$ cat config.mk
export PLATFORM = sky130hd
export DESIGN_NAME = cordic_phase_sequencer_flat
export DESIGN_NICKNAME = d
export VERILOG_FILES = /design/src/rtl/cordic_phase_sequencer_pkg.sv /design/src/rtl/cordic_phase_sequencer_if.sv /design/src/rtl/cordic_quadrant_fold.sv /design/src/rtl/cordic_phase_sequencer.sv /design/src/flat_wrapper.sv
export SDC_FILE = /design/constraint.sdc
export NUM_CORES = 1
export LEC_CHECK = 0
export CORE_ASPECT_RATIO = 1.5
export CORE_UTILIZATION = 51
export CTS_CLUSTER_DIAMETER = 100
export CTS_CLUSTER_SIZE = 16
export DETAILED_ROUTE_END_ITERATION = 6
export HOLD_SLACK_MARGIN = 0.02
export PLACE_DENSITY = 0.92
export SYNTH_ARGS = -nofsm -noshare
export SYNTH_HDL_FRONTEND = slang
export SYNTH_SLANG_ARGS = --single-unit
$ cat constraint.sdc
create_clock -name clk_i -period 4.4 [get_ports clk_i]
set_input_delay 0.44 -clock clk_i [delete_from_list [all_inputs] [get_ports clk_i]]
set_output_delay 0.44 -clock clk_i [all_outputs]
set_load 0.005 [all_outputs]
$ cat src/rtl/cordic_phase_sequencer_pkg.sv
// Shared types and angle/sample constants for the CORDIC phase sequencer.
// The constants describe the 8-bit binary-angle format (0x80 = pi).
package cordic_phase_sequencer_pkg;

  typedef enum logic [1:0] {
    IDLE  = 2'd0,
    ISSUE = 2'd1,
    WAIT  = 2'd2
  } seq_state_e;

  localparam logic [7:0] ANGLE_PI   = 8'h80;
  // Top two angle bits 00 or 11 mean the angle is already in [-pi/2, pi/2).
  localparam logic [7:0] FOLD_MASK  = 8'hC0;
  localparam int         SAMPLE_MAX = 127;
  localparam int         SAMPLE_MIN = -128;

endpackage

$ cat src/rtl/cordic_phase_sequencer_if.sv
// Start/done handshake between the phase sequencer (master) and the
// iterative CORDIC core (slave).
interface cordic_phase_sequencer_if #(
  parameter int DATA_WIDTH = 8
);
  logic [DATA_WIDTH-1:0]        cordic_z_o;
  logic                         cordic_valid_strobe_o;
  logic signed [DATA_WIDTH-1:0] cordic_x_i;
  logic signed [DATA_WIDTH-1:0] cordic_y_i;
  logic                         cordic_valid_strobe_i;

  modport master (
    output cordic_z_o,
    output cordic_valid_strobe_o,
    input  cordic_x_i,
    input  cordic_y_i,
    input  cordic_valid_strobe_i
  );

  modport slave (
    input  cordic_z_o,
    input  cordic_valid_strobe_o,
    output cordic_x_i,
    output cordic_y_i,
    output cordic_valid_strobe_i
  );
endinterface

$ cat src/rtl/cordic_quadrant_fold.sv
// Combinational quadrant fold of a phase into the CORDIC convergence range,
// plus the matching saturating negation that unfolds both result channels.
module cordic_quadrant_fold
  import cordic_phase_sequencer_pkg::*;
#(
  parameter int DATA_WIDTH = 8
) (
  input  logic [DATA_WIDTH-1:0]        phase_i,
  output logic [DATA_WIDTH-1:0]        angle_o,
  output logic                         flip_o,
  input  logic                         flip_i,
  input  logic signed [DATA_WIDTH-1:0] x_i,
  input  logic signed [DATA_WIDTH-1:0] y_i,
  output logic signed [DATA_WIDTH-1:0] x_o,
  output logic signed [DATA_WIDTH-1:0] y_o
);

  // Constants are defined for 8-bit words and scaled up for wider datapaths.
  localparam int SHIFT = DATA_WIDTH - 8;
  localparam logic [DATA_WIDTH-1:0]        PI_W   = DATA_WIDTH'(ANGLE_PI) << SHIFT;
  localparam logic [DATA_WIDTH-1:0]        MASK_W = DATA_WIDTH'(FOLD_MASK) << SHIFT;
  localparam logic signed [DATA_WIDTH-1:0] MIN_W  = DATA_WIDTH'(SAMPLE_MIN) << SHIFT;
  localparam logic signed [DATA_WIDTH-1:0] MAX_W  =
    (DATA_WIDTH'(SAMPLE_MAX) << SHIFT) | DATA_WIDTH'((1 << SHIFT) - 1);

  function automatic logic signed [DATA_WIDTH-1:0] neg_sat(
    input logic signed [DATA_WIDTH-1:0] v
  );
    if (v == MIN_W) return MAX_W;
    return -v;
  endfunction

  logic [DATA_WIDTH-1:0] quad;

  always_comb begin
    quad    = phase_i & MASK_W;
    flip_o  = (quad != '0) && (quad != MASK_W);
    angle_o = flip_o ? (phase_i ^ PI_W) : phase_i;
    x_o     = flip_i ? neg_sat(x_i) : x_i;
    y_o     = flip_i ? neg_sat(y_i) : y_i;
  end

endmodule

$ cat src/rtl/cordic_phase_sequencer.sv
// NCO sequencer around an iterative CORDIC: phase accumulate, fold, issue,
// unfold results. Optional CORDIC_WATCHDOG_EN adds a WAIT timeout and error_o.
module cordic_phase_sequencer
  import cordic_phase_sequencer_pkg::*;
#(
  parameter int DATA_WIDTH     = 8,
  parameter int TIMEOUT_CYCLES = 31
) (
  input  logic                         clk_i,
  input  logic                         rst_i,
  input  logic                         enable_i,
  input  logic [DATA_WIDTH-1:0]        freq_word_i,
  cordic_phase_sequencer_if.master     cordic,
  output logic signed [DATA_WIDTH-1:0] cos_o,
  output logic signed [DATA_WIDTH-1:0] sin_o,
  output logic                         sample_valid_strobe_o,
  output logic                         busy_o
`ifdef CORDIC_WATCHDOG_EN
  ,
  output logic                         error_o
`endif
);

  if (DATA_WIDTH < 8 || TIMEOUT_CYCLES < 1) begin : g_bad_params
    $error("cordic_phase_sequencer: DATA_WIDTH must be >= 8 and TIMEOUT_CYCLES >= 1");
  end

  seq_state_e                   state_q, state_d;
  logic [DATA_WIDTH-1:0]        phase_q, phase_d;
  logic [DATA_WIDTH-1:0]        z_q, z_d;
  logic                         zstb_q, zstb_d;
  logic                         flip_q, flip_d;
  logic signed [DATA_WIDTH-1:0] cos_q, cos_d;
  logic signed [DATA_WIDTH-1:0] sin_q, sin_d;
  logic                         svld_q, svld_d;
  logic                         busy_q, busy_d;

  logic [DATA_WIDTH-1:0]        fold_angle;
  logic                         fold_flip;
  logic signed [DATA_WIDTH-1:0] corr_cos, corr_sin;

`ifdef CORDIC_WATCHDOG_EN
  localparam int WD_W = $clog2(TIMEOUT_CYCLES + 1);
  logic [WD_W-1:0] wd_q, wd_d;
  logic            error_q, error_d;
`endif

  cordic_quadrant_fold #(
    .DATA_WIDTH(DATA_WIDTH)
  ) u_fold (
    .phase_i (phase_q),
    .angle_o (fold_angle),
    .flip_o  (fold_flip),
    .flip_i  (flip_q),
    .x_i     (cordic.cordic_x_i),
    .y_i     (cordic.cordic_y_i),
    .x_o     (corr_cos),
    .y_o     (corr_sin)
  );

  always_comb begin
    state_d = state_q;
    phase_d = phase_q;
    z_d     = z_q;
    zstb_d  = 1'b0;
    flip_d  = flip_q;
    cos_d   = cos_q;
    sin_d   = sin_q;
    svld_d  = 1'b0;
`ifdef CORDIC_WATCHDOG_EN
    error_d = error_q;
    wd_d    = (state_q == WAIT) ? wd_q + 1'b1 : '0;
`endif
    unique case (state_q)
      IDLE: begin
        if (enable_i) state_d = ISSUE;
      end
      ISSUE: begin
        z_d     = fold_angle;
        flip_d  = fold_flip;
        zstb_d  = 1'b1;
        state_d = WAIT;
      end
      WAIT: begin
        if (cordic.cordic_valid_strobe_i) begin
          cos_d   = corr_cos;
          sin_d   = corr_sin;
          svld_d  = 1'b1;
          phase_d = phase_q + freq_word_i;
          state_d = enable_i ? ISSUE : IDLE;
`ifdef CORDIC_WATCHDOG_EN
        end else if (wd_q == WD_W'(TIMEOUT_CYCLES - 1)) begin
          // Abandon the conversion; phase and samples stay as they were.
          error_d = 1'b1;
          state_d = IDLE;
`endif
        end
      end
      default: state_d = IDLE;
    endcase
    busy_d = (state_d != IDLE);
  end

  always_ff @(posedge clk_i) begin
    if (rst_i) begin
      state_q <= IDLE;
      phase_q <= '0;
      z_q     <= '0;
      zstb_q  <= 1'b0;
      flip_q  <= 1'b0;
      cos_q   <= '0;
      sin_q   <= '0;
      svld_q  <= 1'b0;
      busy_q  <= 1'b0;
`ifdef CORDIC_WATCHDOG_EN
      wd_q    <= '0;
      error_q <= 1'b0;
`endif
    end else begin
      state_q <= state_d;
      phase_q <= phase_d;
      z_q     <= z_d;
      zstb_q  <= zstb_d;
      flip_q  <= flip_d;
      cos_q   <= cos_d;
      sin_q   <= sin_d;
      svld_q  <= svld_d;
      busy_q  <= busy_d;
`ifdef CORDIC_WATCHDOG_EN
      wd_q    <= wd_d;
      error_q <= error_d;
`endif
    end
  end

  assign cordic.cordic_z_o            = z_q;
  assign cordic.cordic_valid_strobe_o = zstb_q;
  assign cos_o                        = cos_q;
  assign sin_o                        = sin_q;
  assign sample_valid_strobe_o        = svld_q;
  assign busy_o                       = busy_q;
`ifdef CORDIC_WATCHDOG_EN
  assign error_o                      = error_q;
`endif

endmodule

$ cat src/flat_wrapper.sv
// flat-port wrapper written by rule: the top's interface ports become plain ports
module cordic_phase_sequencer_flat import cordic_phase_sequencer_pkg::*;
#(
  parameter int DATA_WIDTH     = 8,
  parameter int TIMEOUT_CYCLES = 31
)
  (clk_i, rst_i, enable_i, freq_word_i, cos_o, sin_o, sample_valid_strobe_o, busy_o, cordic_cordic_z_o, cordic_cordic_valid_strobe_o, cordic_cordic_x_i, cordic_cordic_y_i, cordic_cordic_valid_strobe_i);
  cordic_phase_sequencer_if #(.DATA_WIDTH(DATA_WIDTH)) cordic_i ();
  input  logic clk_i;
  input  logic rst_i;
  input  logic enable_i;
  input  logic [DATA_WIDTH-1:0] freq_word_i;
  output logic signed [DATA_WIDTH-1:0] cos_o;
  output logic signed [DATA_WIDTH-1:0] sin_o;
  output logic sample_valid_strobe_o;
  output logic busy_o;
  output wire logic [$bits(cordic_i.cordic_z_o)-1:0] cordic_cordic_z_o;
  output wire logic [$bits(cordic_i.cordic_valid_strobe_o)-1:0] cordic_cordic_valid_strobe_o;
  input wire logic [$bits(cordic_i.cordic_x_i)-1:0] cordic_cordic_x_i;
  input wire logic [$bits(cordic_i.cordic_y_i)-1:0] cordic_cordic_y_i;
  input wire logic [$bits(cordic_i.cordic_valid_strobe_i)-1:0] cordic_cordic_valid_strobe_i;
  assign cordic_cordic_z_o = cordic_i.cordic_z_o;
  assign cordic_cordic_valid_strobe_o = cordic_i.cordic_valid_strobe_o;
  assign cordic_i.cordic_x_i = cordic_cordic_x_i;
  assign cordic_i.cordic_y_i = cordic_cordic_y_i;
  assign cordic_i.cordic_valid_strobe_i = cordic_cordic_valid_strobe_i;
  cordic_phase_sequencer #(.DATA_WIDTH(DATA_WIDTH), .TIMEOUT_CYCLES(TIMEOUT_CYCLES)) u_core (.clk_i(clk_i), .rst_i(rst_i), .enable_i(enable_i), .freq_word_i(freq_word_i), .cordic(cordic_i), .cos_o(cos_o), .sin_o(sin_o), .sample_valid_strobe_o(sample_valid_strobe_o), .busy_o(busy_o));
endmodule
==> results.toml, run 1 <==
[route]
detail-route-antenna-nets = 0
drc = 0
num_vias = 1772
routed_wl_mm = 4.18
firstDrtPassIters = 4
wl_per_cell_um = 13.0
drt_iter0_drc = 29
viasPerCell = 5.52

[synthesis]
synth_warnings = 0
ys.flop_type = "dfxtp_1"
synth_top_area_share = 0.399
synth_common_cells = "dfxtp_1, a21oi_1, nand2_1, o21ai_0, nor2_1"
synth_fp_nets = 265
avgSynthCellArea_um2 = 8.39
synth_edf_count = 0
synth_area_um2 = 1900
yosysSeqAreaShare = 0.399
yosysMostFrequentCell = "dfxtp_1"
yosysTopAreaCell = "dfxtp_1"
async_flop_share = 0
synth-seq-cells = 38
ys_top_cells_by_area = "dfxtp_1, a21oi_1, ha_1"
synth_cell_type_count = 42
synth_cells = 227

[finish]
utilization = 0.728
fin_area_um2 = 2530
nFillCells = 258
drive_gt1_frac = 0.0430
instances_no_fill = 321
fin_nets = 316
syn2layout_area_growth_pct = 33.0
antenna_cells = 0

[critical_path]
crit_required_ns = 4.55
start_kind = "primary input"
endpoint_kind = "register"
crit_type = "primary input to register"
crit_arrival_ns = 2.38
worstPathMaxFanout = 7

[global_routing]
grt_util_met2 = 0.397
grt.busiest_layer = "met2"
grt_use_total = 0.228
grt_pass1_vias = 1672
antenna_found_initial = 0
grt_pass1_wl_mm = 6.93
grt-ovfl-total = 0
grt_max_degree = 27
met1_usage = 0.239
met3_usage = 0.0516

[outcome]
status = "complete, no violations"

[cts]
numClockSinks = 38
htree_num_levels = 2
clk_pin_slew_worst_paths_ns = 0.07
root_buffer = "clkbuf_8"
cts_buffers = 5
clk_latency_ns = 0.29
cts-resized-gates = 0
cts_hold_buffers = 0
clock_path_buffers = 2
postCtsSetupBuffers = 0
cts_tree = "done"

[sta]
timing.hold.ws_ns = 0.453
rsz0062_at_grt = "false"
fin_ws_ns = 2.17
period_share = 0.506
setup_viol = 0
max_freq_mhz = 449
hold_viol = 0
tightest_slew_ns = 0.889
finClkSkew_ns = 0.00342
period_minus_slack_ns = 2.23
drv_slew = 0
slew_headroom = 0.406
fin_setup_tns_ns = 0

[place]
io_buffers = 54
pre_cts_slack_ns = 1.86
gp_congestion = 0.878
dpl-instance-area_um2 = 2440
dp_hpwl_mm = 3.02
dp_cells = 313

[run]
drv_cap = 0

[pwr]
p_per_area_nw_per_um2 = 285
total_power_uw = 721
p_leak_nw = 0.947
irDropWorstVdd_mv = 0.260

[die]
rows = 26
start_util = 0.547
core_area_um2 = 3480
die_w_um = 51.9
dieArea_um2 = 3990
die_h_um = 76.8
pin_count = 55

[worst_hold_path]
hold_class = "register to register"
-- placed cells by master, fill, tap and decap left out, types with 2 or more instances in the layout --
cell type        count
o211ai_1             2
clkdlybuf4s50_1     54
xnor2_1              6
a211oi_1             3
and3_1               3
nor2_1              16
clkbuf_8             6
inv_1               10
o21ai_0             18
nor3_1               4
xor2_1               7
dfxtp_1             38
a21oi_1             31
ha_1                 9
nand2b_1             2
nand3b_1             2
a31oi_1              4
o31ai_1              3
o21a_1               4
nor2b_1              4
nand2_1             30
mux2i_1              2
-- where the power goes --
part           internal, mW  switching (mW)
Combinational        0.0572          0.0496
Sequential            0.354         0.00814
Clock                 0.127           0.126
-- final cells by class --
class | instances | area (µm²) | share of cell area
timing repair buffer | 54 | 541 | 0.213
clock buffer | 7 | 86.3 | 0.0341
tap | 42 | 52.6 | 0.0207
multi-input combinational | 169 | 1050 | 0.415
sequential | 38 | 761 | 0.300
clock inverter | 1 | 5.00 | 0.00198
inverter | 10 | 37.5 | 0.0148
-- critical path, stage by stage --
cell and delay (ns):
clkdlybuf4s50_1 0.43, inv_1 0.09, ha_1 0.15, or3b_1 0.36
or3_4 0.35, o31a_4 0.38, a22oi_2 0.12, nor2_1 0.05
-- routing by layer --
layer,vias up,part of all wire
li1,889,-
met1,809,0.40
met2,61,0.51
met3,13,0.056
met4,0,0.032
met5,-,0
-- final timing paths --
kind	cells past startpoint	to	slack, ns	start
hold reg to reg	2	u_core.cordic.cordic_z_o[6]	0.45	u_core.cordic.cordic_z_o[6]
setup / recovery	8	u_core.cos_o[7]	2.17	cordic_cordic_x_i[0]
setup reg to reg	8	u_core.phase_q[4]	2.44	u_core.phase_q[0]
hold / removal	2	u_core.cordic.cordic_z_o[6]	0.45	u_core.cordic.cordic_z_o[6]
-- kinds of logic after synthesis --
family | after synthesis | synth area share
xor+xnor | 13 | 0.0598
simple gates | 71 | 0.180
fa+ha+maj | 10 | 0.0696
mux | 3 | 0.0164
compound gates | 72 | 0.226
buf+inv | 20 | 0.0486
flops | 38 | 0.399
-- registers in the layout, indices dropped and copies added, names as in the netlist --
signal and cells:
u_core.busy_o 1, u_core.state_q 2, u_core.phase_q 8, u_core.cordic.cordic_valid_strobe_o 1, u_core.sample_valid_strobe_o 1, u_core.sin_o 8
u_core.flip_q 1, u_core.cordic.cordic_z_o 8, u_core.cos_o 8
Power figures use the tool's default switching activity.
==> run 2: changes to the inputs <==
--- a/config.mk
+++ b/config.mk
@@ -6,12 +6,12 @@
 export NUM_CORES = 1
 export LEC_CHECK = 0
 export CORE_ASPECT_RATIO = 1.5
-export CORE_UTILIZATION = 51
+export CORE_UTILIZATION = 42
 export CTS_CLUSTER_DIAMETER = 100
 export CTS_CLUSTER_SIZE = 16
 export DETAILED_ROUTE_END_ITERATION = 6
 export HOLD_SLACK_MARGIN = 0.02
-export PLACE_DENSITY = 0.92
+export PLACE_DENSITY = 0.82
 export SYNTH_ARGS = -nofsm -noshare
 export SYNTH_HDL_FRONTEND = slang
 export SYNTH_SLANG_ARGS = --single-unit
==> constraint.sdc (replaced) <==
create_clock -name clk_i -period 2 [get_ports clk_i]
set_input_delay 0.2 -clock clk_i [delete_from_list [all_inputs] [get_ports clk_i]]
set_output_delay 0.2 -clock clk_i [all_outputs]
set_load 0.005 [all_outputs]
==> results.toml, run 2 (same netlist as run 1, synthesis figures left out) <==
[run]
drv_cap = 0

[sta]
fin_setup_tns_ns = 0
finClkSkew_ns = 0.00776
hold_viol = 0
max_freq_mhz = 524
drv_slew = 0
period_minus_slack_ns = 1.91
timing.hold.ws_ns = 0.452
period_share = 0.953
tightest_slew_ns = 0.630
slew_headroom = 0.579
setup_viol = 0

[cts]
cts_hold_buffers = 0
numClockSinks = 38
htree_num_levels = 2
root_buffer = "clkbuf_8"
clk_latency_ns = 0.29
cts_buffers = 5
cts-resized-gates = 0
clock_path_buffers = 2
clk_pin_slew_worst_paths_ns = 0.08
cts_tree = "done"
postCtsSetupBuffers = 0

[place]
io_buffers = 54
dpl-instance-area_um2 = 2600
gp_congestion = 0.799
dp_hpwl_mm = 3.33

[critical_path]
crit_arrival_ns = 2.09
path_cells = "clkdlybuf4s50_1 -> inv_2 -> ha_1 -> or3b_4 -> or3_4 -> o31a_4 -> a22oi_2 -> nor2_1"
slowest_stage = "clkdlybuf4s50_1"
crit_type = "primary input to register"
max_stage_delay_ns = 0.43
start_kind = "primary input"
crit_required_ns = 2.18
worstPathMaxFanout = 7
endpoint_kind = "register"

[route]
firstDrtPassIters = 6
viasPerCell = 5.28
routed_wl_mm = 4.37
drt_iter0_drc = 55
drc = 6
detail-route-antenna-nets = 0
wl_per_cell_um = 12.7
num_vias = 1815

[outcome]
status = "finished, violations left"
violations = "design-rule violations"

[pwr]
p_leak_nw = 1.04
total_power_mw = 1.55
irDropWorstVdd_mv = 0.379
p_per_area_nw_per_um2 = 578

[finish]
utilization = 0.628
drive_gt1_frac = 0.121
fin_nets = 336
fin_area_um2 = 2690
mostFrequentLayoutCells = "clkdlybuf4s50_1, dfxtp_1, nand2_1, a21oi_1, buf_4"
antenna_cells = 0
syn2layout_area_growth_pct = 41.1
final_common_cell = "clkdlybuf4s50_1"

[global_routing]
grt_pass1_vias = 1753
grt-ovfl-total = 0
grt_pass1_wl_mm = 7.30
grt_max_degree = 17
grt_use_total = 0.193
antenna_found_initial = 0

[die]
dieArea_um2 = 4810
die_h_um = 84.5
rows = 29
core_area_um2 = 4280
start_util = 0.445
die_w_um = 57.0
pin_count = 55

[worst_hold_path]
hold_class = "register to register"
==> run 2: routing by layer <==
layer	vias to the layer above	track usage	wire, µm
met2	59	0.353	2340
met3	7	0.0539	238
li1	931	-	-
met4	0	0.0820	67
met5	-	0	0
met1	818	0.201	1730
==> run 2: critical path: cells and delay by family <==
family | cells | cell delay (ns)
AO/OA/AOI/OAI | 2 | 0.44
adder cells (fa/ha/maj) | 1 | 0.16
buffers and inverters | 2 | 0.50
AND/OR/NAND/NOR | 3 | 0.79
==> run 2: path summary, 6_finish.rpt <==
kind / start / end / slack, ns / cells past startpoint
worst min-delay path: u_core.cordic.cordic_z_o[7] / u_core.cordic.cordic_z_o[7] / 0.45 / 2
worst max register to register: u_core.phase_q[2] / u_core.phase_q[7] / 0.16 / 6
worst min register to register: u_core.cordic.cordic_z_o[7] / u_core.cordic.cordic_z_o[7] / 0.45 / 2
worst max-delay path: cordic_cordic_x_i[0] / u_core.cos_o[7] / 0.09 / 8
==> run 2: final cells by class <==
type                    count  area, µm²
clock inverters             2       10.0
inverters                  10       37.5
clock buffers               5       68.8
multi-input cells         169       1060
flip-flops and latches     38        761
repair buffers             74        691
well taps                  46       57.6
fillers                   397       1590
==> run 2: power by group <==
group | switching (mW) | internal, mW | total [mW]
clock network | 0.260 | 0.234 | 0.494
registers | 0.0153 | 0.778 | 0.794
logic | 0.118 | 0.149 | 0.266
total | 0.393 | 1.16 | 1.55
==> run 2: stage by stage <==
stage | instances | setup slack, ns
6_report | 344 | 0.0931
2_1_floorplan | 227 | 0.248
5_1_grt | 344 | -0.00605
4_1_cts | 344 | 0.0500
3_3_place_gp | 337 | -0.196
3_5_place_dp | 337 | -0.264
